### src/rtl/seq_controller.sv
// seq_controller: multi-cycle operand-fetch/execute sequencer for the 8-bit datapath.
// Define SEQ_CONTROLLER_EXT_OPS_EN to add the xor, xor_a and shl opcodes.
module seq_controller #(
  parameter int unsigned       ADDR_W     = 4,
  parameter logic [ADDR_W-1:0] RESET_ADDR = '0
) (
  input  logic              clk,
  input  logic              reset,
  input  logic              op,
  input  logic [3:0]        opcode,
  input  logic              stall,
  output logic [ADDR_W-1:0] address,
  output logic [2:0]        alu_signals,
  output logic              acc_load,
  output logic              acc_mux,
  output logic              a_load,
  output logic              b_load,
  output logic              busy,
  output logic              done,
  output logic              illegal
);

  typedef enum logic [1:0] {StIdle, StLoadA, StLoadB, StExec} state_e;
  typedef enum logic [1:0] {GrpIllegal, GrpTwo, GrpAcc, GrpAccOnly} grp_e;

  function automatic grp_e op_group(input logic [3:0] code);
    grp_e g;
    case (code)
      4'b0000, 4'b0010, 4'b0100, 4'b0110: g = GrpTwo;
      4'b0001, 4'b0011, 4'b0101, 4'b0111: g = GrpAcc;
      4'b1000:                            g = GrpAccOnly;
`ifdef SEQ_CONTROLLER_EXT_OPS_EN
      4'b1001:                            g = GrpTwo;
      4'b1010:                            g = GrpAcc;
      4'b1011:                            g = GrpAccOnly;
`endif
      default:                            g = GrpIllegal;
    endcase
    return g;
  endfunction

  function automatic logic [2:0] op_alu(input logic [3:0] code);
    logic [2:0] a;
    case (code)
      4'b0000, 4'b0001: a = 3'b000;
      4'b0010, 4'b0011: a = 3'b001;
      4'b0100, 4'b0101: a = 3'b010;
      4'b0110, 4'b0111: a = 3'b011;
      4'b1000:          a = 3'b100;
`ifdef SEQ_CONTROLLER_EXT_OPS_EN
      4'b1001, 4'b1010: a = 3'b101;
      4'b1011:          a = 3'b110;
`endif
      default:          a = 3'b000;
    endcase
    return a;
  endfunction

  state_e            state_q, state_d;
  logic [3:0]        opc_q, opc_d;
  logic [ADDR_W-1:0] address_q, address_d;
  logic [2:0]        alu_q, alu_d;
  logic              acc_mux_q, acc_mux_d;
  logic              a_load_q, b_load_q, exec_q;
  logic              illegal_q, illegal_d;
  logic              accept;
  grp_e              new_grp;

  always_comb begin
    state_d   = state_q;
    opc_d     = opc_q;
    illegal_d = 1'b0;
    address_d = address_q;
    new_grp   = op_group(opcode);
    accept    = op && !stall && (state_q == StIdle || state_q == StExec);

    if (!stall) begin
      unique case (state_q)
        StIdle:  state_d = StIdle;
        StLoadA: state_d = StLoadB;
        StLoadB: state_d = StExec;
        StExec:  state_d = StIdle;
      endcase
      if (state_q == StLoadA || state_q == StLoadB) begin
        address_d = address_q + ADDR_W'(1);
      end
    end

    // An illegal op only pulses the flag; the in-flight EXEC (if any) still completes.
    if (accept) begin
      if (new_grp == GrpIllegal) begin
        illegal_d = 1'b1;
        state_d   = StIdle;
      end else begin
        opc_d = opcode;
        unique case (new_grp)
          GrpTwo:     state_d = StLoadA;
          GrpAcc:     state_d = StLoadB;
          GrpAccOnly: state_d = StExec;
          GrpIllegal: state_d = StIdle;
        endcase
      end
    end

    alu_d     = (state_d == StExec) ? op_alu(opc_d) : 3'b000;
    acc_mux_d = (state_d == StExec) && (op_group(opc_d) != GrpTwo);
  end

  // Moore outputs are registered from the next state so they line up with state_q.
  always_ff @(posedge clk) begin
    if (!reset) begin
      state_q   <= StIdle;
      opc_q     <= 4'b0000;
      address_q <= RESET_ADDR;
      alu_q     <= 3'b000;
      acc_mux_q <= 1'b0;
      a_load_q  <= 1'b0;
      b_load_q  <= 1'b0;
      exec_q    <= 1'b0;
      illegal_q <= 1'b0;
    end else begin
      state_q   <= state_d;
      opc_q     <= opc_d;
      address_q <= address_d;
      alu_q     <= alu_d;
      acc_mux_q <= acc_mux_d;
      a_load_q  <= (state_d == StLoadA);
      b_load_q  <= (state_d == StLoadB);
      exec_q    <= (state_d == StExec);
      illegal_q <= illegal_d;
    end
  end

  // Stall masks the write enables of the held cycle; it replays once stall drops.
  assign a_load      = a_load_q & ~stall;
  assign b_load      = b_load_q & ~stall;
  assign acc_load    = exec_q & ~stall;
  assign done        = exec_q & ~stall;
  assign acc_mux     = acc_mux_q;
  assign alu_signals = alu_q;
  assign address     = address_q;
  assign busy        = (state_q != StIdle);
  assign illegal     = illegal_q;

endmodule

### config.mk
export PLATFORM = sky130hd
export DESIGN_NAME = seq_controller
export DESIGN_NICKNAME = d
export VERILOG_FILES = /design/src/rtl/seq_controller.sv
export SDC_FILE = /design/constraint.sdc
export NUM_CORES = 1
export LEC_CHECK = 0
export ABC_AREA = 1
export CORE_MARGIN = 1.5
export CORE_UTILIZATION = 45
export CTS_CLUSTER_DIAMETER = 200
export DETAILED_ROUTE_END_ITERATION = 7
export DONT_BUFFER_PORTS = 1
export GPL_ROUTABILITY_DRIVEN = 0
export PLACE_DENSITY = 0.66
export SYNTH_ARGS = -nofsm -noshare
export SYNTH_HDL_FRONTEND = slang
export SYNTH_SLANG_ARGS = --single-unit
### constraint.sdc
create_clock -name clk -period 2.61 [get_ports clk]
set_input_delay 0.3915 -clock clk [delete_from_list [all_inputs] [get_ports clk]]
set_output_delay 0.3915 -clock clk [all_outputs]
set_load 0.01 [all_outputs]
# Word level (Yosys, flattened, before mapping)

Memories as Yosys holds them, arrays and structs flattened. A register that Yosys moved wholly into a read port is not among the register bits.
Cells that the tools add are included.

Register bits after elaboration: 15
Latch bits: 0
RAM bits: 0
ROM bits: 112
Input port bits: 8
Output and inout bits: 14
Word-level logic and storage cells: 48
Memories kept: 3

Memories:

| name             | words | bits a word | rd ports | clocked after memory_dff | write ports | line | RTL |
|---|---|---|---|---|---|---|---|
| (name not given) | 16    | 3           | 1        | 1                        | 0           | 44   | `case (code)` |
| (name not given) | 16    | 2           | 1        | 0                        | 0           | 28   | `case (code)` |
| (name not given) | 16    | 2           | 1        | 0                        | 0           | 28   |  |

Add/subtract/negate cells: 1
Multipliers: 0
Div/mod/pow operators: 0
Order comparisons: 0
Equal/unequal tests: 10
Shifts and indexed selects: 0
Mux-type cells: 8
Bitwise gates (word level): 4
Reduce and logical (&&, ||, !) cells: 14

Operators with widths:

| operator                                               | number |
|---|---|
| equality test 2 bit (second input constant)            | 6 |
| case mux 2 bit (3 select lines)                        | 2 |
| two-way mux 4 bit                                      | 2 |
| equality test 2 x 1 -> 1 bit (second input constant)   | 3 |
| two-way mux 2 bit                                      | 3 |
| AND reduction 2 bit                                    | 3 |
| adder 4 x 1 -> 4 bit (second input constant)           | 1 |
| zero test 2 bit                                        | 2 |
| AND 1 bit                                              | 3 |
| logical AND 1 bit                                      | 3 |
| zero test 1 bit                                        | 2 |
| logical OR 1 bit                                       | 2 |
| inequality test 2 x 1 -> 1 bit (second input constant) | 1 |
| nonzero test 2 bit                                     | 1 |
| OR reduction 2 bit                                     | 1 |
| two-way mux 1 bit                                      | 1 |
| inverter 1 bit                                         | 1 |

# Longest topological paths before layout

Depth in word-level cells: 8
Depth in mapped cells: 11
Depth with buffers taken out: 11

# Worst setup path before layout

No wires, ideal clock.

Path kind: flip-flop to flip-flop
Start: register state_q[1]
End: register alu_q[0], in the netlist alu_signals[0]
Library setup time: 0.121 ns
Arrival: 1.320 ns
Required time: 2.489 ns
Path slack: 1.169 ns
Stages on the path, launching flop included: 11
Buffers on the path: 0
Clock period less this slack: 1.441 ns
Cell sequence: dfxtp_1 inv_1 ha_1 nor2_2 nand2_2 inv_2 nand3_1 nand2_1 nor2_4 nand2_2 nor2_1

Longest elaborated chain between the ends: 8
Elaborated cells between the ends (all ways): 14
Those cells by class: eq/ne: 4; mux: 4; reduce/logical: 6

RTL lines:

| what                                                          | line   | RTL |
|---|---|---|
| from (decl)                                                   | 59     | `state_e state_q, state_d;` |
| from (signal assigned)                                        | 112    | `state_q <= StIdle;` |
| from (signal assigned)                                        | 122    | `state_q <= state_d;` |
| equality test 2 bit / zero test 2 bit (equally long branches) | 75, 78 |  |
| OR reduction 2 bit (no source line)                           | -      |  |
| case mux 2 bit (3 select lines)                               | 78     | `unique case (state_q)` |
| two-way mux 2 bit                                             | 77     | `if (!stall) begin` |
| two-way mux 2 bit                                             | 90     | `if (accept) begin` |
| equality test 2 bit                                           | 105    | `alu_d = (state_d == StExec) ? op_alu(opc_d) : 3'b000;` |
| AND reduction 2 bit (no source line)                          | -      |  |
| zero test 1 bit (no source line)                              | -      |  |
| to (decl)                                                     | 62     | `logic [2:0] alu_q, alu_d;` |

Parallel ways exist; a longest one is shown, timed or not.
A chain may end at the register's enable or synchronous reset.

# Worst setup path after layout

Start: register state_q[1]
End: register alu_q[2], in the netlist alu_signals[2]

Same word-level chain as after synthesis.

==> impl_metrics.csv <==
group,metric,value,unit
status,status,"completed",
sta,worstMarginPinSlew,0.3824,ns
worst_hold_path,hp-class,"in -> reg",
clock_network,clk_pin_slew,0.10,ns
logic_synthesis,syn_avg_cell_area,7.332,µm²
logic_synthesis,synth_top_cell_by_area,"dfxtp_1",
finish,final_cells,126,
die,io_pins,22,
global_routing,grt_pass1_wl,2.456,mm
logic_synthesis,yosys-top-cells-area,"dfxtp_1, nor2_1, inv_1, nand2_1, nand2_2",
clock_network,hold_buffers,0,
logic_synthesis,netlist_area,784.5,µm²
sta,rsz0062_at_grt,"false",
die,num_rows,14,
clock_network,insertion_delay,0.29,ns
pwr,p_leak,0.3998,nW
drt,drc_errors,0,
logic_synthesis,synthArstFlopShare,0,
global_routing,use_met1,0.1995,
clock_network,cts_resized,0,
global_routing,overflow,0,
die,die_x,44.76,µm
sta,setup_viol,0,
sta,hold_violations,0,
clock_network,ctsRootBufferMaster,"clkbuf_4",
finish,ff_latch_area,360.3,µm²
logic_synthesis,syn_nets,118,
sta,finalMaxSlewViolations,0,
drt,num_vias,661,
clock_network,postCtsSetupBuffers,0,
global_routing,grt_max_degree,11,
critical_path,start_kind,"flip-flop",
sta,post-route-period-util,0.6201,
die,core,1577,µm²
global_routing,grt_antenna_before_repair,0,
logic_synthesis,synth_seq_cells,18,
finish,area_growth,6.220,%
die,die_y,44.76,µm
drt,drt_iter0_drc,19,
critical_path,timing.critical_path.required,2.83,ns
drt,drtPass1Iterations,4,
clock_network,cts_tree,"yes",
placement,numPortBuffers,0,
clock_network,cts_buffers,3,
logic_synthesis,synth_common_cells,"nor2_1, dfxtp_1, inv_1, nand2_1, nand2_2",
die,start_util,0.4976,
placement,hpwl,1.086,mm
finish,nFillCells,154,
global_routing,grt_use_total,0.1697,
clock_network,clockBufferDepth,2,
logic_synthesis,yosys.cell_types.count,19,
finish,layout-drive-gt1-share,0.1455,
critical_path,critPathMaxFanout,4,
finish,multiInputGateArea,341.6,µm²
critical_path,critical_path_class,"reg -> reg",
logic_synthesis,synth_top_area_frac,0.4593,
critical_path,cpLargestDelayFamily,"simple AND/OR/NAND/NOR gates",
finish,num_antenna_cells,0,
sta,max_slew_margin,0.7441,
global_routing,met3_usage,0.05600,
logic_synthesis,syn_inst,107,
critical_path,crit_path_cell_trace,"inv_1 > ha_1 > nor2_2 > nand2_2 > inv_2 > nand2_2 > a21oi_1 > nand3_1 > nor2_1",
placement,dp_cells,122,
job,max_cap_violations,0,
pwr,pwr_density_cell,657.1,nW/µm²
finish,nets,122,
clock_network,tritoncts_num_sinks,18,
drt,viasPerCell,5.246,
sta,fin_skew,0.004527,ns
logic_synthesis,yosysMostFrequentCell,"nor2_1",
die,die-area,2003,µm²
global_routing,grt_pass1_vias,640,
global_routing,grt_use_met2,0.2783,
logic_synthesis,synth_flop_cell,"dfxtp_1",
sta,finalCriticalPeriod,1.618,ns
sta,setup_tns,0,ns
critical_path,cpMostUsedCell,"nand2_2",
critical_path,critPathBufInv,2,
logic_synthesis,ys.warnings.count,0,
finish,utilization,0.5286,
pwr,irDropWorstVdd,258.4,µV
critical_path,cpMaxStageDelayCell,"dfxtp_1",
global_routing,grt.busiest_layer,"met2",
drt,wl_per_cell,10.83,µm
critical_path,endpoint_kind,"flip-flop",
critical_path,critPathMaxStageDelay,0.36,ns
logic_synthesis,synth_edf_count,0,
critical_path,cp.arrival,1.84,ns
drt,ant_nets,0,
logic_synthesis,yosysSeqAreaShare,0.4593,
clock_network,h-tree-depth,1,
sta,fmax,617.9,MHz
critical_path,r2r_setup_slack,0.99,ns
drt,wl,1.364,mm
-- path summary, 6_finish.rpt --
kind,startpoint,to,depth (start not counted)
setup / recovery,state_q[1],alu_signals[2],9
hold / removal,reset,address[2],2
setup reg to reg,state_q[1],alu_signals[2],9
hold reg to reg,opc_q[1],opc_q[1],2
-- cells in the final DEF, fill, tap and decap left out --
| master | count |
|---|---|
| nor2_1 | 19 |
| inv_1 | 18 |
| nand2_1 | 18 |
| dfxtp_1 | 18 |
| nand2_2 | 7 |
| nand3_1 | 6 |
| a21oi_1 | 3 |
| nor3_1 | 3 |
| ha_1 | 3 |
| clkbuf_4 | 3 |
| nor2_2 | 2 |
| o21ai_0 | 2 |
| clkinv_1 | 1 |
| inv_2 | 1 |
| or2_2 | 1 |
| xor2_1 | 1 |
| o21ai_1 | 1 |
| nor2_4 | 1 |
| nand3b_1 | 1 |
| clkbuf_8 | 1 |
-- report_power, final --
part | switching [mW] | total [mW] | leakage, nW | internal (mW)
combinational | 0.0544 | 0.0799 | 0.232 | 0.0255
clock | 0.0842 | 0.169 | 0.0210 | 0.0849
sequential | 0.00934 | 0.299 | 0.146 | 0.289
-- flip-flops by register name (all words and copies together) (netlist names) --
| signal | flops |
|---|---|
| exec_q | 1 |
| acc_mux | 1 |
| state_q | 2 |
| opc_q | 4 |
| illegal | 1 |
| alu_signals | 3 |
| b_load_q | 1 |
| a_load_q | 1 |
| address | 4 |
-- layer usage --
layer / wire [µm] / vias up
li1: - / 333
met1: 622 / 300
met2: 637 / 26
met3: 91 / 2
met4: 13 / 0
met5: 0 / -
-- cell families (layout without fill, tap and decap cells) --
| family | Yosys count | in the layout | share of synthesized area |
|---|---|---|---|
| xor gates and xnor gates | 1 | 1 | 0.01117 |
| buffers and inverters | 21 | 24 | 0.1053 |
| and+or+nand+nor | 58 | 58 | 0.3381 |
| AOI/OAI and AO/OA | 6 | 6 | 0.03827 |
| adders and majority gates | 3 | 3 | 0.04785 |
| DFF | 18 | 18 | 0.4593 |
-- worst reg2reg max path: cells and delay by family (launching register included) --
family	cells	cell delay, ns
flops	1	0.36
simple gates	5	0.54
buf+inv	2	0.15
compound gates	1	0.22
fa+ha+maj	1	0.29
-- per-stage QoR --
step / instance area (µm²) / power, mW / setup slack, ns / hold WS, ns
2_1_floorplan: 784.5 / 0.3714 / 1.169 / 0.4660
3_3_place_gp: 797.0 / 0.3829 / 1.049 / 0.4973
3_5_place_dp: 797.0 / 0.3856 / 1.022 / 0.4999
4_1_cts: 833.3 / 0.5527 / 0.9923 / 0.2139
5_1_grt: 833.3 / 0.5811 / 0.8433 / 0.2258
6_report: 833.3 / 0.5476 / 0.9916 / 0.2206
-- final cells by class --
type	count	area share
Multi-Input combinational cell	68	0.4099
Tap cell	16	0.02402
Clock buffer	4	0.04354
Inverter	20	0.09009
Sequential cell	18	0.4324
(Power assumes the default switching activity.)
